===== config.mk =====
export PLATFORM = sky130hd
export DESIGN_NAME = memctl_refill_responder
export DESIGN_NICKNAME = d
export VERILOG_FILES = /design/src/rtl/memctl_refill_responder.sv
export SDC_FILE = /design/constraint.sdc
export NUM_CORES = 1
export LEC_CHECK = 0
export BUFFER_PORTS_ARGS = -buffer_cell sky130_fd_sc_hd__buf_2
export CORE_ASPECT_RATIO = 0.8
export CORE_MARGIN = 1.5
export CORE_UTILIZATION = 45
export DETAILED_ROUTE_END_ITERATION = 8
export PLACE_DENSITY_LB_ADDON = 0.15
export SKIP_LAST_GASP = 1
export SLEW_MARGIN = 25
export SYNTH_ARGS = -nofsm -noshare
export SYNTH_HDL_FRONTEND = slang
export SYNTH_SLANG_ARGS = --single-unit

===== constraint.sdc =====
create_clock -name clk -period 3.45 [get_ports clk]
set_input_delay 0.69 -clock clk [delete_from_list [all_inputs] [get_ports clk]]
set_output_delay 0.69 -clock clk [all_outputs]
set_load 0.01 [all_outputs]

===== src/rtl/memctl_refill_responder.sv =====
// memctl_refill_responder
//   Memory-controller stand-in for the cache refill channel. Line-miss
//   requests are queued in arrival order. Each queued entry ages once per
//   cycle. When the head entry is LATENCY cycles old, one refill beat is
//   offered on memctl_refill_*. The beat carries the line id and a data
//   pattern derived from that id.
//
// Ports
//   clk, rst             clock; asynchronous active-high reset
//   miss_req_valid/ready request handshake (ready = queue not full)
//   miss_req_id          line id to refill
//   memctl_refill_valid  beat present (held until memctl_refill_ready)
//   memctl_refill_ready  consumer accepts beat
//   memctl_refill_id     line id of beat (0 when no beat)
//   memctl_refill_data   word k = {C0+k, 16'h0000, id} (0 when no beat)
//   outstanding          entries currently queued, 0..DEPTH
module memctl_refill_responder #(
    parameter int NLINE_W = 5,
    parameter int DATA_W  = 128,
    parameter int DEPTH   = 4,
    parameter int LATENCY = 8
) (
    input  logic                      clk,
    input  logic                      rst,
    input  logic                      miss_req_valid,
    output logic                      miss_req_ready,
    input  logic [NLINE_W-1:0]        miss_req_id,
    output logic                      memctl_refill_valid,
    input  logic                      memctl_refill_ready,
    output logic [NLINE_W-1:0]        memctl_refill_id,
    output logic [DATA_W-1:0]         memctl_refill_data,
    output logic [$clog2(DEPTH):0]    outstanding
);

    localparam int          PW    = $clog2(DEPTH);
    localparam int          NWORD = DATA_W / 32;
    localparam logic [7:0]  LAT8  = 8'(LATENCY);

    logic [PW:0]        wr_ptr;
    logic [PW:0]        rd_ptr;
    logic [PW-1:0]      wr_idx;
    logic [PW-1:0]      rd_idx;
    logic [NLINE_W-1:0] id_q  [DEPTH];
    logic [7:0]         age_q [DEPTH];
    logic               full;
    logic               empty;
    logic               head_ready;
    logic               push;
    logic               pop;
    logic [7:0]         head_id8;

    assign wr_idx = wr_ptr[PW-1:0];
    assign rd_idx = rd_ptr[PW-1:0];

    // Extra wrap bit on each pointer distinguishes full from empty.
    assign empty = (wr_ptr == rd_ptr);
    assign full  = (wr_ptr[PW] != rd_ptr[PW]) && (wr_idx == rd_idx);

    // Ready ignores a same-cycle pop. A full queue therefore stays
    // not-ready for the cycle in which the head leaves.
    assign miss_req_ready = !full && !rst;
    assign head_ready     = !empty && (age_q[rd_idx] == LAT8);
    assign push           = miss_req_valid && miss_req_ready;
    assign pop            = head_ready && memctl_refill_ready;

    assign outstanding = wr_ptr - rd_ptr;

    always_ff @(posedge clk or posedge rst) begin
        if (rst) begin
            wr_ptr <= '0;
            rd_ptr <= '0;
        end else begin
            if (push) wr_ptr <= wr_ptr + 1'b1;
            if (pop)  rd_ptr <= rd_ptr + 1'b1;
        end
    end

    // Ages saturate at LATENCY, so a head held back by ready=0 never wraps.
    // Slots outside the occupied window also age. Their age is unobservable,
    // because the head check is gated by !empty and a push reloads age 0.
    always_ff @(posedge clk or posedge rst) begin
        if (rst) begin
            for (int unsigned i = 0; i < DEPTH; i++) begin
                id_q[i]  <= '0;
                age_q[i] <= '0;
            end
        end else begin
            for (int unsigned i = 0; i < DEPTH; i++) begin
                if (push && (wr_idx == PW'(i))) begin
                    id_q[i]  <= miss_req_id;
                    age_q[i] <= '0;
                end else if (age_q[i] != LAT8) begin
                    age_q[i] <= age_q[i] + 8'd1;
                end
            end
        end
    end

    assign head_id8 = 8'(id_q[rd_idx]);

    always_comb begin
        memctl_refill_valid = 1'b0;
        memctl_refill_id    = '0;
        memctl_refill_data  = '0;
        if (head_ready) begin
            memctl_refill_valid = 1'b1;
            memctl_refill_id    = id_q[rd_idx];
            for (int unsigned k = 0; k < NWORD; k++) begin
                memctl_refill_data[32*k +: 32] = {8'(32'hC0 + k), 16'h0000, head_id8};
            end
        end
    end

endmodule


[After elaboration in Yosys (flattened, before gate mapping)]
Cells that the tools add are included.
Operators by class
  $add $sub $neg: 7
  multiply operators: 0
  div/mod/pow operators: 0
  $lt $le $gt $ge: 1
  eq/ne operators: 11
  shift-type cells: 0
  mux-type cells: 17
  bitwise gates (word level): 1
  reductions and logical operators: 17
Operators by type and width (count)
  two-way mux 128 bit: 1
  two-way mux 8 bit: 10
  adder 8 x 1 -> 8 bit, second input constant: 4
  inequality test 8 x 4 -> 1 bit, second input constant: 4
  binary-select mux 8 bit (select 2 bit): 1
  two-way mux 5 bit: 3
  binary-select mux 5 bit (select 2 bit): 1
  logical AND 1 bit: 9
  == test 8 x 4 -> 1 bit, second input constant: 1
  nonzero test 2 bit: 4
  adder 3 x 1 -> 3 bit, second input constant: 2
  == test 2 bit, second input constant: 2
  == test 3 bit: 1
  greater-or-equal comparator 3 bit, second input constant: 1
  zero test 1 bit: 3
  NOT 2 -> 3 bit: 1
  subtractor 3 bit: 1
  == test 2 x 1 -> 1 bit, second input constant: 1
  == test 2 bit: 1
  zero test 2 bit: 1
  two-way mux 1 bit: 1
  inequality test 1 bit: 1
Storage, ports and cells
  flip-flop bits (word level): 58
  bits in latches: 0
  memory bits (writable): 0
  memory bits (read-only): 0
  bits of input ports: 9
  output and inout port bits: 138
  logic and storage cells: 64
  memories kept: 0

[Depth between registers and ports, before layout]
Gate-level depths: netlist (run 1).
  depth in word-level cells: 7
  gate-level depth with buffers: 8
  mapped depth without buffers: 7

[Worst setup path before layout (run 1)]
OpenSTA, ideal clock, no wires.
  path kind: reg2out
  start: reg age_q[2] (netlist name)
  end: out memctl_refill_data[120]
  arrival time: 2183 ps
  required time: 2760 ps
  path slack: 577 ps
  stages on the path, launching flop included: 7
  path buffers: 1
  path through: dfrtp_1 -> or4b_1 -> nor3_2 -> a32o_2 -> o21ai_2 -> nor2_1 -> buf_4
On the way
  cells in the longest elaborated chain, start to end: 6
RTL lines
  start, declared: RTL line 44  | logic [7:0] age_q [DEPTH];
  start signal, assigned by index: RTL line 93  | age_q[i] <= age_q[i] + 8'd1;
  binary-select mux 8 bit (select 2 bit): RTL line 62  | assign head_ready = !empty && (age_q[rd_idx] == LAT8);
  two-way mux 8 bit (implied by the code) (2 in series): RTL line 62
  == test 8 x 4 -> 1 bit: RTL line 62
  logical AND 1 bit: RTL line 62
  two-way mux 128 bit: RTL line 105  | if (head_ready) begin
  end, declared: RTL line 31  | output logic [DATA_W-1:0] memctl_refill_data,
No other way between the ends. The select of a mux whose other input is x is not followed.

[Worst setup path in the final report (run 1)]
  start: reg age_q[2] (netlist name)
  end: out memctl_refill_data[0]
The elaborated chain is that of the path after synthesis.

==> tab_implementation.tex, run 1 <==
\begin{tabular}{lr}
\hline
Metric & Value \\
\hline
\multicolumn{2}{l}{\textbf{Synth}} \\
Sequential area share after synthesis & 0.363 \\
Number of flops mapped to enable cells by yosys & 0 \\
Most used DFF post-synth & sky130\_fd\_sc\_hd\_\_dfrtp\_1 \\
Synthesized instance count & between 400 and 500 \\
Syn Area/Cell & 9.86 um2 \\
\#FFs+latches synth & between 50 and 60 \\
Share of flip-flops with an asynchronous set or reset after synthesis & 1.00 \\
Yosys warnings & 0 \\
Netlist Area Pre-Place & 4000 um2 \\
Synth unique cells & 35 \\
\multicolumn{2}{l}{\textbf{Pwr}} \\
Leakage power summed over all cells & 2.10 nW \\
Pwr/cell area & 799 nW/um2 \\
Design Power & 0.00319 W \\
Peak ir drop on the vdd network & approximately 440 uV \\
\multicolumn{2}{l}{\textbf{Floorplan}} \\
Row Count & 30 \\
Die H & about 87 um \\
Ports placed on the boundary & roughly 150 \\
Core region area & 8560 um2 \\
Starting density of the core & 0.468 \\
DIE AREA & approximately 9500 um2 \\
Horiz. Die Dim & roughly 110 um \\
\multicolumn{2}{l}{\textbf{Clock network}} \\
Number of buffers inserted by post-CTS setup repair & 0 \\
Root Buffer Master & sky130\_fd\_sc\_hd\_\_clkbuf\_8 \\
H-Tree Depth & 3 \\
Number of CTS-inserted buffers & 9 \\
Largest buffer count on any clock path & 2 \\
Count of clock tree sinks & between 50 and 60 \\
Clock input transition at the sequential cells of the worst setup and hold paths & 0.07 ns \\
Clock tree from TritonCTS & built \\
Later-pin clock latency in the skew report & 0.34 ns \\
\multicolumn{2}{l}{\textbf{Drt}} \\
Total number of vias & 2361 \\
Wire length per cell & $\sim$13 um \\
Aggregate routed wire length & slightly below 7000 um \\
DRC viols & 0 \\
Pre-Repair DR Iteration Count & 4 \\
Remaining antenna violation count after routing & 0 \\
Drt first-iter violations & 61 \\
Post-DR vias/cell & roughly 4.3 \\
\multicolumn{2}{l}{\textbf{Global route}} \\
Global Route Usage Sum & 0.152 \\
Initial antenna violation count & 0 \\
Overflow after GRT & 0 \\
Number of global-route vias before repair & about 2100 \\
Maximum number of pins on one net before global-route repair & slightly below 60 \\
First-pass GRT wire length & about 11000 um \\
\multicolumn{2}{l}{\textbf{Timing}} \\
Min cycle time layout & about 3.2 ns \\
Slew at the pin with the worst max-slew slack & about 0.71 ns \\
Final Max Tran Viols & 0 \\
Final setup viols & 0 \\
Maximum clock frequency & a little over 0.3 GHz \\
Final hold violations & 0 \\
Setup tns final & 0 ns \\
Post-route clock skew & between 0.008 and 0.009 ns \\
Remaining max-slew budget at the tightest pin & 0.522 \\
Unrepaired setup endpoints after global routing & false \\
Period utilisation layout & 0.938 \\
\multicolumn{2}{l}{\textbf{Setup path}} \\
Cell with the biggest individual delay on the critical path & sky130\_fd\_sc\_hd\_\_or4b\_1 \\
Arr. time, crit path & about 2.6 ns \\
Critical Path Source Type & register \\
Cell-by-cell trace of the critical path & or4b\_1, nor3\_2, a32o\_2, o21ai\_2, nor3b\_2, buf\_2 \\
Required time of the critical path & about 2.8 ns \\
Biggest fanout along the worst timing path & 6 \\
Critical path start-end classification & register to primary output \\
Type of destination of the critical path & primary output \\
Biggest cell delay along the critical path & about 0.56 ns \\
\multicolumn{2}{l}{\textbf{Worst hold path}} \\
Worst hold path class & primary input to async pin \\
\multicolumn{2}{l}{\textbf{Outcome}} \\
Status & complete, no violations \\
\multicolumn{2}{l}{\textbf{Placement}} \\
Number of cells in the design after placement & 530 \\
RD Place Congestion & roughly 0.75 \\
Detailed placer's ending HPWL & between 5000 and 6000 um \\
Port Buffers & 50 \\
\multicolumn{2}{l}{\textbf{Run}} \\
Number of max-capacitance violations reported & 0 \\
\multicolumn{2}{l}{\textbf{Final layout}} \\
Final Util & 0.466 \\
Number of nets in the finished design & roughly 450 \\
Fraction of layout instances using a drive strength above 1 & 0.249 \\
ANT cells & 0 \\
Non-filler cells, final & 546 \\
Area growth, synth to finish & -0.406\% \\
Number of inserted filler cells in the final layout & roughly 860 \\
\hline
\end{tabular}
==> cell usage in the layout, fill, tap and decap left out, types with 2 or more instances in the layout <==
cell	count
sky130_fd_sc_hd__a21oi_1	5
sky130_fd_sc_hd__and3_1	12
sky130_fd_sc_hd__buf_2	50
sky130_fd_sc_hd__buf_4	2
sky130_fd_sc_hd__clkbuf_8	9
sky130_fd_sc_hd__clkinv_2	4
sky130_fd_sc_hd__conb_1	96
sky130_fd_sc_hd__dfrtp_1	58
sky130_fd_sc_hd__ha_1	15
sky130_fd_sc_hd__inv_1	13
sky130_fd_sc_hd__mux2_2	19
sky130_fd_sc_hd__mux4_2	5
sky130_fd_sc_hd__nand2_1	16
sky130_fd_sc_hd__nand3_1	18
sky130_fd_sc_hd__nand4_1	3
sky130_fd_sc_hd__nor2_1	38
sky130_fd_sc_hd__nor2b_1	3
sky130_fd_sc_hd__nor3_1	3
sky130_fd_sc_hd__nor3_2	2
sky130_fd_sc_hd__nor3b_2	5
sky130_fd_sc_hd__o21ai_0	4
sky130_fd_sc_hd__or2_2	2
sky130_fd_sc_hd__or4b_1	2
sky130_fd_sc_hd__xnor2_1	12
sky130_fd_sc_hd__xor2_1	21
==> registers in the layout, indices dropped and copies added (netlist names) <==
signal,flops
age_q,32
id_q,20
rd_ptr,3
wr_ptr,3
==> routing by layer <==
| metal | share of wire | track usage |
|---|---|---|
| met1 | 0.46 | 0.195 |
| met4 | 0.013 | 0.0467 |
| met2 | 0.47 | 0.241 |
| met5 | 0 | 0 |
| met3 | 0.054 | 0.0546 |
==> worst paths after layout <==
check	cells past startpoint	endpoint	from	slack, ns
max	6	memctl_refill_data[0]	age_q[2]	0.21
min	3	age_q[28]	rst	0.43
max reg2reg	4	id_q[10]	rd_ptr[0]	0.85
min reg2reg	1	id_q[15]	id_q[15]	0.50
max in group asynchronous	3	age_q[9]	rst	2.74
min in group clk	1	id_q[15]	id_q[15]	0.50
==> metrics by stage <==
| step | setup WS (ns) | instance area, um2 | hold slack, ns |
|---|---|---|---|
| floorplan | 0.577 | 4360 | 0.475 |
| global placement | 0.388 | 3770 | 0.485 |
| detailed placement | 0.358 | 3770 | 0.494 |
| CTS | -0.0132 | 3960 | 0.446 |
| global route | 0.0000326 | 3990 | 0.450 |
| finish | 0.214 | 3990 | 0.430 |
==> power breakdown <==
part / switching [W] / internal [W]
clock: 0.000265 / 0.000328
combinational: 0.000666 / 0.000620
sequential: 0.000314 / 0.000995
==> timing repair <==
item                                    4_1_cts  5_1_grt
gates resized for setup                       1        5
endpoints found under the setup margin       18       33
hold buffers                                  0        0
==> critical path: cells and delay by family (launching register included) <==
family | cells | cell delay (ns)
simple gates | 3 | 1.15
compound gates | 2 | 0.42
flops | 1 | 0.42
buf+inv | 1 | 0.22
==> cell type report <==
cell class | instances | area (um2) | share of cell area
clock buffers | 10 | 128 | 0.0320
clock inverters | 6 | 57.6 | 0.0144
inverters | 14 | 52.6 | 0.0132
multi-input cells | 293 | 1870 | 0.470
flip-flops and latches | 58 | 1450 | 0.364
well taps | 112 | 140 | 0.0352
repair buffers | 53 | 285 | 0.0716
==> Yosys cell counts (6+ instances only) <==
master,count,area (um2)
sky130_fd_sc_hd__and3_1,12,75.1
sky130_fd_sc_hd__buf_4,128,961
sky130_fd_sc_hd__dfrtp_1,58,1450
sky130_fd_sc_hd__ha_1,15,188
sky130_fd_sc_hd__inv_1,14,52.6
sky130_fd_sc_hd__mux2_2,19,214
sky130_fd_sc_hd__nand2_1,16,60.1
sky130_fd_sc_hd__nand3_1,18,90.1
sky130_fd_sc_hd__nor2_1,39,146
sky130_fd_sc_hd__nor3b_1,6,45.0
sky130_fd_sc_hd__xnor2_1,12,105
sky130_fd_sc_hd__xor2_1,21,184
==> kinds of logic after synthesis <==
group,after synthesis,share of synthesized area
xor gates and xnor gates,34,0.0763
and+or+nand+nor,108,0.134
muxes,25,0.0853
AOI/OAI and AO/OA,14,0.0231
adders and majority gates,16,0.0519
buffers and inverters,150,0.266
other,1,0.000937
DFF,58,0.363
(Power assumes the default switching activity.)
==> run 2: changes to the inputs <==
==> constraint.sdc (replaced) <==
create_clock -name clk -period 3.45 [get_ports clk]
set_input_delay 0.1725 -clock clk [delete_from_list [all_inputs] [get_ports clk]]
set_output_delay 0.1725 -clock clk [all_outputs]
set_load 0.01 [all_outputs]
==> tab_implementation.tex, run 2 (synthesis results as in run 1) <==
\begin{tabular}{lr}
\hline
Metric & Value \\
\hline
\multicolumn{2}{l}{\textbf{Global route}} \\
Number of global-route vias before repair & between 2000 and 2500 \\
Initial antenna violation count & 0 \\
Overflow after GRT & 0 \\
Maximum number of pins on one net before global-route repair & 45 \\
Global Route Usage Sum & 0.153 \\
First-pass GRT wire length & approximately 11000 um \\
\multicolumn{2}{l}{\textbf{Pwr}} \\
Pwr/cell area & slightly above 800 nW/um2 \\
Peak ir drop on the vdd network & around 420 uV \\
Leakage power summed over all cells & about 2.1 nW \\
\multicolumn{2}{l}{\textbf{Clock network}} \\
Count of clock tree sinks & 58 \\
Resized cells post-CTS & 0 \\
Clock input transition at the sequential cells of the worst setup and hold paths & around 0.07 ns \\
Number of buffers inserted by hold repair at cts & 0 \\
Number of buffers inserted by post-CTS setup repair & 0 \\
H-Tree Depth & 3 \\
Root Buffer Master & sky130\_fd\_sc\_hd\_\_clkbuf\_8 \\
Clock tree from TritonCTS & built \\
Largest buffer count on any clock path & 2 \\
Later-pin clock latency in the skew report & 0.33 ns \\
Number of CTS-inserted buffers & 9 \\
\multicolumn{2}{l}{\textbf{Setup path}} \\
Stages on worst setup path & 6 \\
Required time of the critical path & around 3.3 ns \\
Type of destination of the critical path & primary output \\
Reg2reg setup slack & roughly 0.93 ns \\
Buf+Inv Stages, Crit Path & 1 \\
Setup crit end & memctl\_refill\_data[0] \\
R2r startpoint & rd\_ptr[1] \\
Arr. time, crit path & around 2.8 ns \\
Critical path start-end classification & register to primary output \\
CP top delay family & simple AND/OR/NAND/NOR gates \\
Critical Path Source Type & register \\
Cell-by-cell trace of the critical path & or4b\_1, nor3\_2, a32o\_2, o21ai\_2, nor3b\_1, buf\_2 \\
Biggest cell delay along the critical path & around 0.59 ns \\
Startpoint of the most critical setup path & age\_q[2] \\
Cell with the biggest individual delay on the critical path & sky130\_fd\_sc\_hd\_\_nor3b\_1 \\
Biggest fanout along the worst timing path & 6 \\
Number of cells on the worst reg-to-reg path & 5 \\
Worst flop-to-flop path endpoint & id\_q[8] \\
\multicolumn{2}{l}{\textbf{Placement}} \\
RD Place Congestion & $\sim$0.77 \\
Detailed placer's ending HPWL & just over 5000 um \\
Number of cells in the design after placement & 531 \\
Port Buffers & 50 \\
\multicolumn{2}{l}{\textbf{Final layout}} \\
Area growth, synth to finish & -0.344\% \\
Final Util & 0.466 \\
Most common cell after layout, fill and taps aside & sky130\_fd\_sc\_hd\_\_conb\_1 \\
Top Registers & age\_q (32), id\_q (20) \\
ANT cells & 0 \\
Number of flip-flops in the largest register & 32 \\
Number of nets in the finished design & around 460 \\
Fraction of layout instances using a drive strength above 1 & 0.237 \\
Most flop-heavy register & age\_q \\
Non-filler cells, final & 547 \\
Leading cell types in the layout, fill and taps excluded & sky130\_fd\_sc\_hd\_\_conb\_1 (96), sky130\_fd\_sc\_hd\_\_dfrtp\_1 (58), sky130\_fd\_sc\_hd\_\_buf\_2 (50), sky130\_fd\_sc\_hd\_\_nor2\_1 (39), sky130\_fd\_sc\_hd\_\_xor2\_1 (21) \\
\multicolumn{2}{l}{\textbf{Floorplan}} \\
DIE AREA & 9470 um2 \\
Row Count & 30 \\
Horiz. Die Dim & about 110 um \\
Die H & about 87 um \\
Starting density of the core & 0.468 \\
Ports placed on the boundary & roughly 150 \\
Core region area & 8560 um2 \\
\multicolumn{2}{l}{\textbf{Timing}} \\
Post-route clock skew & about 0.0083 ns \\
Tightest hold margin & -0.0183 ns \\
Setup tns final & 0 ns \\
Slew at the pin with the worst max-slew slack & 0.768 ns \\
Unrepaired setup endpoints after global routing & false \\
Maximum clock frequency & 0.340 GHz \\
Final hold violations & 40 \\
Remaining max-slew budget at the tightest pin & 0.487 \\
Min cycle time layout & approximately 3 ns \\
Final setup viols & 0 \\
Period utilisation layout & 0.853 \\
Final Max Tran Viols & 0 \\
\multicolumn{2}{l}{\textbf{Drt}} \\
DRC viols & 0 \\
Remaining antenna violation count after routing & 0 \\
Post-DR vias/cell & $\sim$4.4 \\
Total number of vias & 2392 \\
Aggregate routed wire length & a little under 7000 um \\
Wire length per cell & $\sim$13 um \\
Drt first-iter violations & 117 \\
Pre-Repair DR Iteration Count & 5 \\
\multicolumn{2}{l}{\textbf{Worst hold path}} \\
Worst hold path class & primary input to async pin \\
\multicolumn{2}{l}{\textbf{Outcome}} \\
Failing checks & negative hold slack \\
Status & finished with violations \\
\multicolumn{2}{l}{\textbf{Run}} \\
Number of max-capacitance violations reported & 0 \\
\hline
\end{tabular}
run 2: cell types whose count changed in the layout (fill, tap and decap cells not counted), sizes merged:
cell    previous run  this run
buf               53        54
bufinv             1         2
clkbuf            10        11
clkinv             4         3
inv               14        13
run 2: layer usage:
metal,part of all wire,global-route usage,wire length [um]
met5,0,0,0
met4,0.0077,0.0395,53
met3,0.049,0.0501,337
met2,0.48,0.232,3270
met1,0.47,0.212,3190
run 2: worst reg2reg max path, stage by stage (launching register included):
cell and delay, ns:
sky130_fd_sc_hd__dfrtp_1 0.62, sky130_fd_sc_hd__inv_1 0.19, sky130_fd_sc_hd__ha_1 0.34, sky130_fd_sc_hd__a31oi_2 0.27, sky130_fd_sc_hd__and3_1 0.57, sky130_fd_sc_hd__mux2_2 0.41
run 2: how the worst min path moves through the flow:
| stage | slack [ns] | to | cells past startpoint | startpoint |
|---|---|---|---|---|
| after global routing | 0.03 | age_q[28] | 2 | rst |
| after detailed placement | 0.46 | id_q[2] | 2 | miss_req_id[2] |
| after global placement | 0.46 | id_q[7] | 2 | miss_req_id[2] |
| after floorplan | 0.32 | id_q[0] | 1 | miss_req_id[0] |
| final | -0.02 | wr_ptr[0] | 2 | rst |
| after CTS | 0.10 | wr_ptr[0] | 2 | rst |
run 2: area by class of cell:
type	count	area [um2]
clock inverters	5	77.6
well taps	112	140
inverters	14	53.8
flip-flops and latches	58	1450
fillers	824	4570
clock buffers	11	141
multi-input cells	293	1840
repair buffers	54	280
run 2: power breakdown:
group          leakage (nW)  switching [W]  internal [W]
registers             0.718       0.000307      0.000995
clock network         0.109       0.000266      0.000424
logic                  1.28       0.000665      0.000622
run 2: per-stage QoR:
step | instance area (um2) | hold WS [ns] | power (W) | setup WS (ns)
finish | 3990 | -0.0183 | 0.00328 | 0.505
global placement | 3770 | 0.464 | 0.00258 | 0.896
floorplan | 4360 | 0.321 | 0.00238 | 1.09
CTS | 3990 | 0.105 | 0.00332 | 0.503
global route | 3990 | 0.0319 | 0.00357 | 0.298
detailed placement | 3770 | 0.462 | 0.00260 | 0.878
==> run 3: changes to the inputs <==
==> constraint.sdc (replaced) <==
create_clock -name clk -period 3.3 [get_ports clk]
set_input_delay 0.165 -clock clk [delete_from_list [all_inputs] [get_ports clk]]
set_output_delay 0.165 -clock clk [all_outputs]
set_load 0.01 [all_outputs]
==> tab_implementation.tex, run 3 (synthesis results as in run 1) <==
\begin{tabular}{lr}
\hline
Metric & Value \\
\hline
\multicolumn{2}{l}{\textbf{Outcome}} \\
Status & complete, no violations \\
\multicolumn{2}{l}{\textbf{Drt}} \\
Total number of vias & roughly 2300 \\
Post-DR vias/cell & between 4 and 5 \\
Drt first-iter violations & between 50 and 60 \\
Wire length per cell & between 10 and 15 um \\
Aggregate routed wire length & a little under 7000 um \\
Remaining antenna violation count after routing & 0 \\
Pre-Repair DR Iteration Count & 4 \\
DRC viols & 0 \\
\multicolumn{2}{l}{\textbf{Clock network}} \\
Clock tree from TritonCTS & built \\
Largest buffer count on any clock path & 2 \\
Count of clock tree sinks & 58 \\
Number of buffers inserted by hold repair at cts & 0 \\
Number of CTS-inserted buffers & 9 \\
Clock input transition at the sequential cells of the worst setup and hold paths & around 0.070 ns \\
Later-pin clock latency in the skew report & $\sim$0.34 ns \\
Number of buffers inserted by post-CTS setup repair & 0 \\
Root Buffer Master & sky130\_fd\_sc\_hd\_\_clkbuf\_8 \\
H-Tree Depth & 3 \\
Resized cells post-CTS & 0 \\
\multicolumn{2}{l}{\textbf{Global route}} \\
Number of global-route vias before repair & roughly 2100 \\
First-pass GRT wire length & approximately 11000 um \\
Initial antenna violation count & 0 \\
Global Route Usage Sum & 0.150 \\
Overflow after GRT & 0 \\
Maximum number of pins on one net before global-route repair & 41 \\
\multicolumn{2}{l}{\textbf{Worst hold path}} \\
Worst hold path class & primary input to async pin \\
\multicolumn{2}{l}{\textbf{Floorplan}} \\
Ports placed on the boundary & about 150 \\
Starting density of the core & 0.468 \\
Horiz. Die Dim & about 110 um \\
Die H & 87.4 um \\
DIE AREA & $\sim$9500 um2 \\
Row Count & 30 \\
Core region area & 8560 um2 \\
\multicolumn{2}{l}{\textbf{Setup path}} \\
Type of destination of the critical path & primary output \\
Arr. time, crit path & about 2.7 ns \\
Required time of the critical path & 3.13 ns \\
Critical Path Source Type & register \\
Biggest fanout along the worst timing path & 6 \\
Number of cells on the worst reg-to-reg path & 4 \\
Critical path start-end classification & register to primary output \\
\multicolumn{2}{l}{\textbf{Placement}} \\
Number of cells in the design after placement & around 530 \\
Placed Area & $\sim$3800 um2 \\
Worst slack at placement & 0.779 ns \\
RD Place Congestion & just under 0.8 \\
Detailed placer's ending HPWL & slightly above 5000 um \\
Port Buffers & 50 \\
\multicolumn{2}{l}{\textbf{Timing}} \\
Final Max Tran Viols & 0 \\
Period utilisation layout & 0.859 \\
Post-route clock skew & between 0.01 and 0.015 ns \\
Unrepaired setup endpoints after global routing & false \\
Remaining max-slew budget at the tightest pin & 0.439 \\
Worst setup margin & 0.464 ns \\
Maximum clock frequency & 0.353 GHz \\
Final setup viols & 0 \\
Final hold violations & 0 \\
Slew at the pin with the worst max-slew slack & around 0.84 ns \\
Setup tns final & 0 ns \\
Min cycle time layout & 2.84 ns \\
\multicolumn{2}{l}{\textbf{Pwr}} \\
Peak ir drop on the vdd network & $\sim$470 uV \\
Pwr/cell area & between 800 and 900 nW/um2 \\
Leakage power summed over all cells & 2.12 nW \\
\multicolumn{2}{l}{\textbf{Final layout}} \\
Most flop-heavy register & age\_q \\
Non-filler cells, final & between 500 and 600 \\
Number of nets in the finished design & 458 \\
Most common cell after layout, fill and taps aside & sky130\_fd\_sc\_hd\_\_conb\_1 \\
Fraction of layout instances using a drive strength above 1 & 0.242 \\
Final Util & 0.469 \\
Area growth, synth to finish & 0.188\% \\
Number of flip-flops in the largest register & 32 \\
Top Registers & age\_q (32), id\_q (20) \\
Leading cell types in the layout, fill and taps excluded & sky130\_fd\_sc\_hd\_\_conb\_1 (96), sky130\_fd\_sc\_hd\_\_dfrtp\_1 (58), sky130\_fd\_sc\_hd\_\_buf\_2 (50), sky130\_fd\_sc\_hd\_\_nor2\_1 (39), sky130\_fd\_sc\_hd\_\_xor2\_1 (21) \\
ANT cells & 0 \\
Post-Layout Inst Area & between 4000 and 5000 um2 \\
\multicolumn{2}{l}{\textbf{Run}} \\
Number of max-capacitance violations reported & 0 \\
\hline
\end{tabular}
[run 3: cell count changes in the layout (fill, tap and decap cells not counted), sizes merged]
cell	change
inv	+1
clkinv	-1
buf	+3
[run 3: per-layer routing]
metal | up-vias | GRT usage | share of wire
met2 | 87 | 0.233 | 0.47
met4 | 0 | 0.0455 | 0.0071
met3 | 4 | 0.0553 | 0.061
met1 | 1094 | 0.195 | 0.46
met5 | - | 0 | 0
li1 | 1150 | - | -
[run 3: area by class of cell]
type                       instances  area [um2]
inverter                          14        52.6
fill                             836        4550
clock inverter                     5        77.6
sequential                        58        1450
tap                              112         140
clock buffer                      11         141
timing repair buffer              57         303
multi-input combinational        293        1840
[run 3: per-stage QoR]
step                      power (W)  hold WS, ns
after floorplan             0.00249        0.313
after global placement      0.00269        0.432
after detailed placement    0.00272        0.433
after CTS                   0.00346       0.0623
after global routing        0.00371       0.0936
final                       0.00342       0.0195
[run 3: power by group]
| part | switching (W) | leakage, nW | total, W | internal (W) |
|---|---|---|---|---|
| sequential | 0.000306 | 0.718 | 0.00135 | 0.00104 |
| combinational | 0.000692 | 1.29 | 0.00135 | 0.000654 |
| clock | 0.000280 | 0.109 | 0.000723 | 0.000443 |
[run 3: worst max-delay path, stage by stage (launching register included)]
cell,delay (ns)
sky130_fd_sc_hd__dfrtp_1,0.42
sky130_fd_sc_hd__or4b_1,0.55
sky130_fd_sc_hd__nor3_2,0.20
sky130_fd_sc_hd__a32o_2,0.26
sky130_fd_sc_hd__o21ai_2,0.11
sky130_fd_sc_hd__nor3b_1,0.55
sky130_fd_sc_hd__buf_2,0.25
[run 3: final timing paths]
path	slack, ns	to	from
setup reg to reg	0.98	id_q[8]	rd_ptr[0]
max in group asynchronous	2.61	id_q[17]	rst
setup / recovery	0.46	memctl_refill_data[97]	age_q[2]
min in group clk	0.11	id_q[7]	miss_req_id[2]
hold reg to reg	0.50	id_q[4]	id_q[4]
hold / removal	0.02	age_q[28]	rst
